**src/rtl/cgra_pkg.sv**
```systemverilog
// Shared definitions for the CGRA launch controller: state encoding and the
// default cycle-counter width.
package cgra_pkg;

  localparam int CGRA_CWIDTH = 32;

  typedef enum logic [1:0] {
    ST_IDLE    = 2'd0,
    ST_RUN     = 2'd1,
    ST_RELEASE = 2'd2,
    ST_ABORT   = 2'd3
  } cgra_state_e;

endpackage : cgra_pkg

```
**src/rtl/cgra_launch_ctrl.sv**
```systemverilog
// Launch controller for one CGRA computation: start/done handshake with the
// wrapper, timeout and abort handling, sticky status flags and latency capture.
module cgra_launch_ctrl
  import cgra_pkg::*;
#(
  parameter int CWIDTH = CGRA_CWIDTH
) (
  input  logic              Clk,
  input  logic              Resetn,
  input  logic              Host_Start,
  input  logic              Host_Abort,
  input  logic              Host_Irq_Clear,
  input  logic [CWIDTH-1:0] Timeout_Limit,
  output logic              Computation_Start,
  input  logic              Computation_Done,
  output logic              Busy,
  output logic              Done_Irq,
  output logic              Timeout_Err,
  output logic [CWIDTH-1:0] Run_Cycles
);

  localparam logic [CWIDTH-1:0] ONE = {{(CWIDTH-1){1'b0}}, 1'b1};

  cgra_state_e       state_q, state_d;
  logic [CWIDTH-1:0] cnt_q, cnt_d, cnt_inc, run_d;
  logic              start_d, busy_d, irq_d, err_d;
  logic              irq_set, err_set, timeout_hit;

  // The counter sticks at all-ones so a very long launch reports the maximum.
  assign cnt_inc     = (&cnt_q) ? cnt_q : cnt_q + ONE;
  assign timeout_hit = (Timeout_Limit != '0) && (cnt_q == Timeout_Limit - ONE);

  always_comb begin
    // NOTE: every signal gets a default before the case so no latch is inferred.
    state_d = state_q;
    cnt_d   = cnt_q;
    run_d   = Run_Cycles;
    start_d = Computation_Start;
    irq_set = 1'b0;
    err_set = 1'b0;

    unique case (state_q)
      ST_IDLE: begin
        if (Host_Start) begin
          if (Computation_Done) begin
            err_set = 1'b1;
          end else begin
            state_d = ST_RUN;
            start_d = 1'b1;
            cnt_d   = '0;
          end
        end
      end
      ST_RUN: begin
        cnt_d = cnt_inc;
        // Done is checked first so it wins over a coincident timeout or abort.
        if (Computation_Done) begin
          run_d   = cnt_inc;
          start_d = 1'b0;
          irq_set = 1'b1;
          state_d = ST_RELEASE;
        end else if (Host_Abort || timeout_hit) begin
          start_d = 1'b0;
          err_set = 1'b1;
          state_d = ST_ABORT;
        end
      end
      ST_RELEASE, ST_ABORT: begin
        start_d = 1'b0;
        if (!Computation_Done) state_d = ST_IDLE;
      end
      default: begin
        start_d = 1'b0;
        state_d = ST_IDLE;
      end
    endcase

    // A set event in the same cycle as a clear leaves the flag set.
    irq_d  = irq_set | (Done_Irq    & ~Host_Irq_Clear);
    err_d  = err_set | (Timeout_Err & ~Host_Irq_Clear);
    busy_d = (state_d != ST_IDLE);
  end

  always_ff @(posedge Clk or negedge Resetn) begin
    if (!Resetn) begin
      state_q           <= ST_IDLE;
      cnt_q             <= '0;
      Computation_Start <= 1'b0;
      Busy              <= 1'b0;
      Done_Irq          <= 1'b0;
      Timeout_Err       <= 1'b0;
      Run_Cycles        <= '0;
    end else begin
      // NOTE: non-blocking assignments so all flops update from pre-edge values.
      state_q           <= state_d;
      cnt_q             <= cnt_d;
      Computation_Start <= start_d;
      Busy              <= busy_d;
      Done_Irq          <= irq_d;
      Timeout_Err       <= err_d;
      Run_Cycles        <= run_d;
    end
  end

endmodule : cgra_launch_ctrl

```
**config.mk**
```make
export PLATFORM = sky130hd
export DESIGN_NAME = cgra_launch_ctrl
export DESIGN_NICKNAME = d
export VERILOG_FILES = /design/src/rtl/cgra_pkg.sv /design/src/rtl/cgra_launch_ctrl.sv
export SDC_FILE = /design/constraint.sdc
export NUM_CORES = 1
export LEC_CHECK = 0
export BUFFER_PORTS_ARGS = -buffer_cell sky130_fd_sc_hd__buf_2
export CAP_MARGIN = 20
export CORE_MARGIN = 5
export CORE_UTILIZATION = 55
export DETAILED_ROUTE_END_ITERATION = 8
export PLACE_DENSITY = 0.78
export SYNTH_ARGS = -nofsm -noshare
export SYNTH_HDL_FRONTEND = slang
export SYNTH_SLANG_ARGS = --single-unit
```
**constraint.sdc**
```tcl
create_clock -name Clk -period 5.4 [get_ports Clk]
set_clock_uncertainty 0.15 [all_clocks]
set_input_delay 0.54 -clock Clk [delete_from_list [all_inputs] [get_ports Clk]]
set_output_delay 0.54 -clock Clk [all_outputs]
set_load 0.1 [all_outputs]
```
==> results.txt, run 1 <==
Finished Cell Area = 0.005274 mm2
Post-synthesis mux area share = 1.117%
Worst Path Required = 5.44 ns
Yosys Warn Count = 0
Main flop type after synthesis = dfrtp_1
I/O pin cnt = 74
Distinct cells, synth = 60
Post-CTS setup buffers = 0
Cell area after synthesis = 0.004703 mm2
First-pass GRT wire length = 20.30 mm
CTS H-tree lvls = 3
EDFF count, synth = 0
Clk sinks = 70
Mapped Avg Cell Area = 8.339 um2
Root Buffer = clkbuf_8
Worst Tran Pin Value = 0.9573 ns
Router iterations before antenna repair = 5
HP Class = in -> async
Die outline height = 102.5 um
Clk Latency, worst-skew pair = 0.36 ns
Die Wd = 102.5 um
Vias in the first global route = 4084
Antenna violations before repair = 0
Fill count = 760
Die area = 0.01050 mm2
Crit path kind = reg -> reg
Row count = 33
CTS max path bufs = 2
Worst Path Arrival = 3.45 ns
Slew Limit Fails = 0
Period utilization = 63.20%
Drt wl/cell = 17.15 um
CTS tree = yes
Overall Power = 1.687 mW
Cells after Synth = 564
NumNets Final = 649
Unrepaired setup endpoints after global routing = false
Grt total ovfl = 0
Synth Area in XOR/XNOR = 13.59%
Initial core utilization = 56.95%
Max VDD drop = 249.3 uV
CP startpoint kind = flop
Dominant cell type by area after synthesis = dfrtp_1
Tmin final = 3.413 ns
Cell Pwr Density = 319.9 mW/mm2
Area share of fa/ha/maj cells after synthesis = 0.5321%
Compound-Gate Fraction of Synth Area = 18.20%
Leak pwr = 2.226 nW
Clock transition at the registers of the reported paths = 0.08 ns
Pin count of the biggest net entering global routing = 71
Syn nets = 604
Post-Synth Simple-Gate Area = 24.82%
Core ar. = 0.008258 mm2
Kind of end point of the critical path = flop
Final Hold Viols = 0
Async set or reset register ratio after synthesis = 100.0%
Drt drc = 0
Setup Viol. Count Final = 0
Register area = 0.001752 mm2
Area of the multi-input gates = 0.002743 mm2
FF-to-FF setup slack = 1.99 ns
Largest cells by area after synthesis = dfrtp_1 37%, xnor2_1 7.8%, o21ai_0 7.2%
#FFs+latches synth = 70
Crit Path Max Fanout = 15
Via count = 4385
# port buffers = 73
Gp weighted congestion = 0.9683
Maximum clock rate = 0.2930 GHz
DP HPWL = 9.065 mm
All-Layer GR Usage = 24.56%
Final WL = 12.31 mm
Yosys top cell area share = 37.24%
Area Growth Syn to Fin = 12.13%
Post-CTS sizing = 0
Placed inst area = 0.005062 mm2
Largest family of logic cells by synthesized area = simple AND/OR/NAND/NOR gates
Max-cap violations = 0
Sum Neg Setup Slack = 0 ns
DR iter-0 viols = 280
Total CTS buffers = 9
Final ANT Viol Nets = 0
Seq/Total Area, Yosys = 37.24%
Final Hold Slack = 0.2383 ns
DR vias/cell = 6.107
Fraction of layout cells with a size suffix above 1 = 17.46%
# diodes = 0
Outcome = finished clean
Slew HR = 35.95%
Hold_buf cts = 0
-- Yosys cell counts (2+ instances only) --
cell / count
ha_1: 2
clkbuf_1: 35
xnor2_1: 42
a21oi_1: 13
a31oi_1: 12
nor4_1: 9
or3_1: 8
nand4_1: 8
o211ai_1: 4
buf_2: 6
o21ai_0: 68
mux2i_1: 3
nor3_1: 18
nand2b_1: 2
nor4_4: 3
mux2_2: 2
nor2b_1: 8
or4_1: 3
a21o_1: 4
nand2_1: 73
xor2_1: 31
and3_1: 10
nand4b_1: 2
and4_1: 2
o31ai_1: 19
nand3b_1: 4
dfrtp_1: 70
nand3_1: 26
inv_1: 11
nor2_1: 29
o21bai_1: 2
and2_1: 7
-- final timing paths --
path | startpoint | to | cells past startpoint
setup / recovery | cnt_q[8]$_DFFE_PN0P_ | Run_Cycles[15]$_DFFE_PN0P_ | 8
hold / removal | Resetn | Timeout_Err$_DFF_PN0_ | 2
setup reg to reg | cnt_q[8]$_DFFE_PN0P_ | Run_Cycles[15]$_DFFE_PN0P_ | 8
hold reg to reg | Run_Cycles[4]$_DFFE_PN0P_ | Run_Cycles[4]$_DFFE_PN0P_ | 2
max in group asynchronous | Resetn | Run_Cycles[18]$_DFFE_PN0P_ | 2
min in group Clk | Host_Irq_Clear | Done_Irq$_DFF_PN0_ | 2
-- power by group --
part / switching (mW) / leakage [nW] / total (mW) / internal, mW
clock network: 0.203 / 0.109 / 0.461 / 0.257
logic: 0.477 / 1.15 / 0.602 / 0.126
registers: 0.0500 / 0.963 / 0.625 / 0.575
total: 0.730 / 2.23 / 1.69 / 0.957
-- layout by cell type (no fill, tap or decap), drive strengths merged, types with 3 or more instances in the layout --
cell type and count:
xnor2 42, nor3 19, nand3b 4, clkbuf 9, or4 3, o211ai 4
nor2b 8, o21ai 69, nor4 12, buf 77, nand3 26, and3 11
or3 8, a21oi 13, inv 11, a21o 4, nand4 9, and2 7
clkinv 4, o31ai 19, xor2 31, nor2 30, a31oi 12, dfrtp 70
mux2i 3, nand2 73
-- layout make-up --
class / instances / share of cell area [%]
Tap cell: 105 / 2.491
Clock inverter: 6 / 1.661
Clock buffer: 9 / 2.349
Multi-Input combinational cell: 440 / 52.00
Sequential cell: 70 / 33.21
Inverter: 11 / 0.7829
Timing Repair Buffer: 77 / 7.497
-- worst max-delay path, stage by stage (launching register included) --
cell,delay (ns)
dfrtp_1,0.57
nand3_1,0.22
nor4_4,0.49
nand4_1,0.59
and3_1,0.52
and2_1,0.28
nand3_1,0.16
xor2_1,0.15
o21ai_0,0.10
-- flip-flops by register name, indices dropped and copies added, names as in the netlist --
name,cells
Run_Cycles,32
state_q,2
Busy,1
Timeout_Err,1
cnt_q,32
Done_Irq,1
Computation_Start,1
-- routing by layer --
layer	vias to the layer above	global-route usage (%)	routed length (um)
met2	200	36.40	5409
li1	2100	-	-
met3	19	4.027	1024
met4	0	7.265	216
met5	-	0	0
met1	2066	36.84	5662
-- cell families (layout without fill, tap and decap cells) --
| family | after synthesis | count (layout) |
|---|---|---|
| flops | 70 | 70 |
| compound gates | 138 | 138 |
| mux | 5 | 5 |
| buf+inv | 54 | 103 |
| simple gates | 222 | 222 |
| xor+xnor | 73 | 73 |
| fa+ha+maj | 2 | 2 |
-- metrics by stage --
| step | cells | util, % | setup WS, ns |
|---|---|---|---|
| 2_1_floorplan | 564 | - | 2.518 |
| 3_3_place_gp | 703 | 61.30 | 1.946 |
| 3_5_place_dp | 703 | 61.30 | 1.814 |
| 4_1_cts | 718 | 63.86 | 2.052 |
| 5_1_grt | 718 | 63.86 | 1.735 |
| 6_report | 718 | 63.86 | 1.987 |
Note: power is estimated with default switching activity, not from simulation.
==> inputs of run 2 (changes only) <==
==> constraint.sdc (replaced) <==
create_clock -name Clk -period 3.6 [get_ports Clk]
set_clock_uncertainty 0.15 [all_clocks]
set_input_delay 0.36 -clock Clk [delete_from_list [all_inputs] [get_ports Clk]]
set_output_delay 0.36 -clock Clk [all_outputs]
set_load 0.1 [all_outputs]
==> run 2 against run 1 <==
  * Die area did not move
  * Clock power increased by 53%
  * First-iteration DRC count unchanged
  * Hold slack got worse by 0.15 ns
  * Critical path type unchanged
  * Cell area increased by 1.6%
  * Combinational power is 52% higher
  * Critical endpoint is now cnt_q[29]$_DFFE_PN0P_
  * Wire length down 1.0%
  * Final cell count grew 1.4%
==> results.txt, run 2 (synthesis results as in run 1) <==
First-pass GRT wire length = 20.11 mm (-0.95%)
DR iter-0 viols = 280 (unchanged)
Clock transition at the registers of the reported paths = 0.08 ns (about the same)
Most frequent cells in the layout = 73 x buf_2, 72 x nand2_1, 70 x dfrtp_1, 68 x o21ai_0, 42 x xnor2_1
Outcome = finished clean
Drt drc = 0 (unchanged)
Final WL = 12.19 mm (-1.0%)
Worst Path Arrival = 3.14 ns (-0.31 ns)
Tmin final = 3.029 ns (-0.3835 ns)
Hold_buf cts = 1 (+1)
Root Buffer = clkbuf_8
Final ANT Viol Nets = 0 (unchanged)
# port buffers = 73 (unchanged)
Cells after DPL = 711 (+1.1%)
Setup Viol. Count Final = 0 (unchanged)
Crit path kind = reg -> reg
Cell Pwr Density = 477.2 mW/mm2 (+49%)
Cell mode on critical path = nand4_1
Clk sinks = 70 (unchanged)
Post-layout util = 64.86% (+1.0 points)
DR vias/cell = 6.033 (-1.2%)
DP HPWL = 9.231 mm (+1.8%)
NumNets Final = 658 (+1.4%)
Worst Tran Pin Value = 0.8652 ns (-0.09217 ns)
Kind of end point of the critical path = flop
I/O pin cnt = 74 (unchanged)
HP Class = in -> reg
CP startpoint kind = flop
CTS tree = yes
Antenna violations before repair = 0 (unchanged)
Biggest regs = Run_Cycles: 32 flops, cnt_q: 32 flops, state_q: 2 flops
Commonest non-fill, non-tap cell in the layout = buf_2
Row count = 33 (unchanged)
Final setup margin = 0.5705 ns (-1.417 ns)
CTS H-tree lvls = 3 (unchanged)
Total CTS buffers = 9 (unchanged)
Core ar. = 0.008258 mm2 (unchanged)
Slowest stage delay, CP = 0.59 ns (about the same)
Worst Path Required = 3.71 ns (-1.73 ns)
Sum Neg Setup Slack = 0 ns (unchanged)
Die area = 0.01050 mm2 (unchanged)
Max stage delay cell, worst path = or4b_1
Slew Limit Fails = 0 (unchanged)
Worst path top cell family by delay = simple AND/OR/NAND/NOR gates
Final Hold Viols = 0 (unchanged)
Unrepaired setup endpoints after global routing = false
Post-CTS sizing = 0 (unchanged)
Max-cap violations = 0 (unchanged)
Grt total ovfl = 0 (unchanged)
CTS max path bufs = 2 (unchanged)
Leak pwr = 2.275 nW (+2.2%)
Clk Latency, worst-skew pair = 0.34 ns (-0.02 ns)
Area Growth Syn to Fin = 13.89%
Vias in the first global route = 4260 (+4.3%)
Slew HR = 42.32% (+6.4 points)
Drt wl/cell = 16.74 um (-2.4%)
Die outline height = 102.5 um (unchanged)
Fraction of layout cells with a size suffix above 1 = 18.46% (+1.0 points)
Maximum clock rate = 0.3301 GHz (+13%)
Max VDD drop = 274.1 uV (+9.9%)
Initial core utilization = 56.95% (unchanged)
Pin count of the biggest net entering global routing = 43 (-39%)
All-Layer GR Usage = 24.33% (-0.23 points)
DP Worst Slack = 0.2732 ns (-1.541 ns)
Gp weighted congestion = 0.9093 (-6.1%)
Critical path cell sequence = nand3_1 -> nor4_4 -> nand4_1 -> or4b_1 -> nor2_2 -> nand4_1 -> or3_1 -> o21ai_0
Post-CTS setup buffers = 0 (unchanged)
Die Wd = 102.5 um (unchanged)
Crit Path Max Fanout = 8 (-7)
Fill count = 711 (-6.4%)
Crit path buffers/inverters = 0 (unchanged)
Router iterations before antenna repair = 5 (unchanged)
Period utilization = 84.15% (+21 points)
Via count = 4392 (+0.16%)
# diodes = 0 (unchanged)
Final cell count without fillers = 728 (+1.4%)
[run 2: cell type report]
class	count	area, um2	share of cell area [%]
Sequential cell	70	1752	32.70
Timing Repair Buffer	86	465.4	8.690
Tap cell	105	131.4	2.453
Inverter	11	41.29	0.7708
Clock buffer	11	141.4	2.640
Multi-Input combinational cell	440	2743	51.20
Clock inverter	5	82.58	1.542
[run 2: final timing paths]
path	startpoint	end	slack (ns)	depth (start not counted)
worst max register to register	cnt_q[8]$_DFFE_PN0P_	cnt_q[29]$_DFFE_PN0P_	0.57	8
worst max-delay path	cnt_q[8]$_DFFE_PN0P_	cnt_q[29]$_DFFE_PN0P_	0.57	8
max in group asynchronous	Resetn	cnt_q[18]$_DFFE_PN0P_	1.86	3
worst min-delay path	Host_Irq_Clear	Done_Irq$_DFF_PN0_	0.09	2
worst min register to register	Run_Cycles[7]$_DFFE_PN0P_	Run_Cycles[7]$_DFFE_PN0P_	0.33	2
min in group asynchronous	Resetn	Computation_Start$_DFFE_PN0P_	0.44	2
[run 2: where the power goes]
| group | internal (mW) | leakage [nW] | switching [mW] |
|---|---|---|---|
| combinational | 0.196 | 1.20 | 0.717 |
| sequential | 0.862 | 0.963 | 0.0743 |
| clock | 0.410 | 0.113 | 0.296 |
[run 2: routing by layer]
layer	global-route usage (%)	vias to the layer above	share of wire, %
met2	36.49	189	43
met3	3.072	35	7.2
li1	-	2116	-
met4	11.40	0	3.5
met1	34.93	2052	46
met5	0	-	0
[run 2: metrics by stage]
| step | hold WS [ns] | total power, mW | cell area (um2) |
|---|---|---|---|
| 6_report | 0.08523 | 2.556 | 5356 |
| 5_1_grt | 0.07841 | 2.676 | 5356 |
| 4_1_cts | 0.07302 | 2.566 | 5356 |
| 3_5_place_dp | 0.2750 | 1.857 | 5122 |
| 3_3_place_gp | 0.2601 | 1.840 | 5122 |
| 2_1_floorplan | -0.08559 | 1.645 | 4703 |
==> inputs of run 3 (changes only) <==
--- a/config.mk
+++ b/config.mk
@@ -5,12 +5,13 @@
 export SDC_FILE = /design/constraint.sdc
 export NUM_CORES = 1
 export LEC_CHECK = 0
+export ABC_AREA = 1
 export BUFFER_PORTS_ARGS = -buffer_cell sky130_fd_sc_hd__buf_2
 export CAP_MARGIN = 20
 export CORE_MARGIN = 5
 export CORE_UTILIZATION = 55
 export DETAILED_ROUTE_END_ITERATION = 8
-export PLACE_DENSITY = 0.78
+export PLACE_DENSITY = 0.77
 export SYNTH_ARGS = -nofsm -noshare
 export SYNTH_HDL_FRONTEND = slang
 export SYNTH_SLANG_ARGS = --single-unit
==> constraint.sdc (replaced) <==
create_clock -name Clk -period 2.8 [get_ports Clk]
set_clock_uncertainty 0.15 [all_clocks]
set_input_delay 0.28 -clock Clk [delete_from_list [all_inputs] [get_ports Clk]]
set_output_delay 0.28 -clock Clk [all_outputs]
set_load 0.1 [all_outputs]
==> run 3 against run 2 <==
  * Die area grew 7.4%
  * Wire length grew 25%
  * Sequential share of layout area shrank 2.5 points
  * Utilization shrank 1.6 points
  * Critical path type unchanged
  * Largest cell class unchanged
  * Total power grew 42%
==> results.txt, run 3 <==
Slowest stage delay, CP = 0.38 ns (-0.21 ns)
Unrepaired setup endpoints after global routing = false
Router iterations before antenna repair = 5 (unchanged)
Biggest regs = Run_Cycles: 32 flops, cnt_q: 32 flops, state_q: 2 flops
Depth of the most critical reg-to-reg path = 11 (+3)
First-pass GRT wire length = 25.07 mm (+25%)
Vias in the first global route = 5074 (+19%)
Commonest non-fill, non-tap cell in the layout = nand2_1
Post-CTS setup buffers = 0 (unchanged)
Hold path startpoint = Host_Irq_Clear
Finished Cell Area = 0.005793 mm2 (+8.2%)
Final Hold Viols = 0 (unchanged)
Die area = 0.01128 mm2 (+7.4%)
Most frequent cell after synthesis = nand2_1
Cell Pwr Density = 626.7 mW/mm2 (+31%)
GR peak layer = met2
Most frequent cells after synthesis = 274 x nand2_1, 101 x nor2_1, 95 x inv_1
Die Wd = 106.2 um (+3.6%)
Main flop type after synthesis = dfrtp_1
Kind of end point of the critical path = flop
Largest cells by area after synthesis = dfrtp_1 34%, nand2_1 20%, nor2_1 7.4%
Clk sinks = 70 (unchanged)
Tmin final = 2.315 ns (-0.7143 ns)
Drt drc = 0 (unchanged)
DP HPWL = 12.48 mm (+35%)
Yosys Warn Count = 0 (unchanged)
All-Layer GR Usage = 28.08% (+3.8 points)
Sum Neg Setup Slack = 0 ns (unchanged)
Crit path launch = cnt_q[0]$_DFFE_PN0P_
Worst hold stages = 4 (+2)
Row count = 35 (+6.1%)
Leak pwr = 2.865 nW (+26%)
Final ANT Viol Nets = 0 (unchanged)
Crit path kind = reg -> reg
Max VDD drop = 668.2 uV (+140%)
Crit Reg-Reg Startpoint = cnt_q[0]$_DFFE_PN0P_
Pin count of the biggest net entering global routing = 45 (+4.7%)
Root Buffer = clkbuf_8
Clock transition at the registers of the reported paths = 0.08 ns (about the same)
Worst Tran Pin Value = 0.8137 ns (-0.05151 ns)
Die outline height = 106.2 um (+3.6%)
Period utilization = 82.69% (-1.5 points)
Setup Viol. Count Final = 0 (unchanged)
Most frequent cells in the layout = 274 x nand2_1, 101 x nor2_1, 95 x inv_1, 73 x buf_2, 70 x dfrtp_1
CTS H-tree lvls = 3 (unchanged)
Worst Path Arrival = 2.40 ns (-0.74 ns)
Clk Latency, worst-skew pair = 0.35 ns (about the same)
# diodes = 0 (unchanged)
Syn nets = 814 (+35%)
NumNets Final = 892 (+36%)
CP startpoint kind = flop
Mapped Avg Cell Area = 6.578 um2 (-21%)
Critical path cell sequence = inv_1 -> nor3_2 -> inv_1 -> nor2_1 -> inv_1 -> nor2_1 -> nand2_1 -> xor2_1 -> nand2_1 -> nand2_1 -> o21ai_1
Gp weighted congestion = 0.9225 (+1.5%)
Initial core utilization = 55.63% (-1.3 points)
Antenna violations before repair = 0 (unchanged)
EDFF count, synth = 0 (unchanged)
Yosys top cell area share = 34.41% (-2.8 points)
Async set or reset register ratio after synthesis = 100.0% (unchanged)
HP Class = in -> reg
Total CTS buffers = 9 (unchanged)
Distinct cells, synth = 35 (-42%)
Slew HR = 45.76% (+3.4 points)
Cells after Synth = 774 (+37%)
#FFs+latches synth = 70 (unchanged)
Outcome = finished clean
DR iter-0 viols = 521 (+86%)
Crit Path Max Fanout = 6 (-2)
Met3 GRT Util = 4.979% (+1.9 points)
Grt total ovfl = 0 (unchanged)
Fraction of layout cells with a size suffix above 1 = 15.87% (-2.6 points)
Met2 Resource Use GR = 44.89% (+8.4 points)
Max stage delay cell, worst path = dfrtp_1
CTS tree = yes
Drt wl/cell = 15.79 um (-5.7%)
Cell area after synthesis = 0.005091 mm2 (+8.2%)
Via count = 5149 (+17%)
Maximum clock rate = 0.4319 GHz (+31%)
Worst Path Required = 2.88 ns (-0.83 ns)
Placed inst area = 0.005593 mm2 (+9.2%)
Seq/Total Area, Yosys = 34.41% (-2.8 points)
Max-cap violations = 0 (unchanged)
Slew Limit Fails = 0 (unchanged)
# port buffers = 73 (unchanged)
Final WL = 15.28 mm (+25%)
Grt met1 use = 37.24% (+2.3 points)
DR vias/cell = 5.319 (-12%)
Core ar. = 0.009153 mm2 (+11%)
I/O pin cnt = 74 (unchanged)
Area Growth Syn to Fin = 13.79% (about the same)
CTS max path bufs = 2 (unchanged)
Dominant cell type by area after synthesis = dfrtp_1
[run 3: cell count changes after synthesis, moves of 24 or more]
cell and delta:
nor2_1 +72, o21ai_0 -41, inv_1 +84, clkbuf_1 -24, nand2_1 +201, xnor2_1 -26
[run 3: stage by stage]
step                instances  util, %  hold slack, ns  power (mW)  setup slack, ns
finish                    968    63.29         0.03713       3.631           0.4848
global route              968    63.29         0.03419       3.786           0.1644
CTS                       968    63.29         0.03548       3.635           0.4742
detailed placement        951    61.11          0.2682       2.844           0.2983
global placement          951    61.11          0.2510       2.819           0.3779
floorplan                 774        -         -0.1656       2.519           0.8374
[run 3: repair_timing]
| action | in CTS | in global routing |
|---|---|---|
| resized for setup | 0 | 0 |
| hold buffers | 1 | 0 |
| endpoints found under the hold margin | 35 | 0 |
[run 3: logic make-up after synthesis]
logic type,Yosys count,share of synthesized area (%)
adder cells (fa/ha/maj),2,0.4914
AND/OR/NAND/NOR,472,39.84
XOR/XNOR,54,9.290
buffers and inverters,111,8.307
flip-flops,70,34.41
AO/OA/AOI/OAI,65,7.668
[run 3: worst paths after layout]
path	to	slack, ns
max in group asynchronous	Run_Cycles[24]$_DFFE_PN0P_	1.32
max reg2reg	cnt_q[29]$_DFFE_PN0P_	0.48
min	Done_Irq$_DFF_PN0_	0.04
max	cnt_q[29]$_DFFE_PN0P_	0.48
min in group asynchronous	cnt_q[10]$_DFFE_PN0P_	0.41
min reg2reg	Run_Cycles[29]$_DFFE_PN0P_	0.32
[run 3: critical path, delay by kind of cell (launching register included)]
family | cells | cell delay, ns
buffers and inverters | 3 | 0.39
XOR/XNOR | 1 | 0.14
flip-flops | 1 | 0.38
AO/OA/AOI/OAI | 1 | 0.06
AND/OR/NAND/NOR | 6 | 1.06
[run 3: area by class of cell]
class	count	area [um2]
multi-input cells	593	2920
inverters	97	364.1
clock inverters	6	62.56
flip-flops and latches	70	1752
well taps	111	138.9
fillers	839	3359
clock buffers	10	127.6
repair buffers	81	427.9
[run 3: per-layer routing]
metal | up-vias | routed length, um
met5 | - | 0
met4 | 0 | 661
met3 | 46 | 1083
met2 | 192 | 6812
met1 | 2335 | 6725
li1 | 2576 | -
[run 3: power by group]
group / internal [mW] / total (mW) / leakage, nW / switching, mW
Clock: 0.410 / 0.804 / 0.100 / 0.394
Combinational: 0.253 / 1.58 / 1.81 / 1.33
Sequential: 1.16 / 1.24 / 0.954 / 0.0878
Total: 1.82 / 3.63 / 2.86 / 1.81
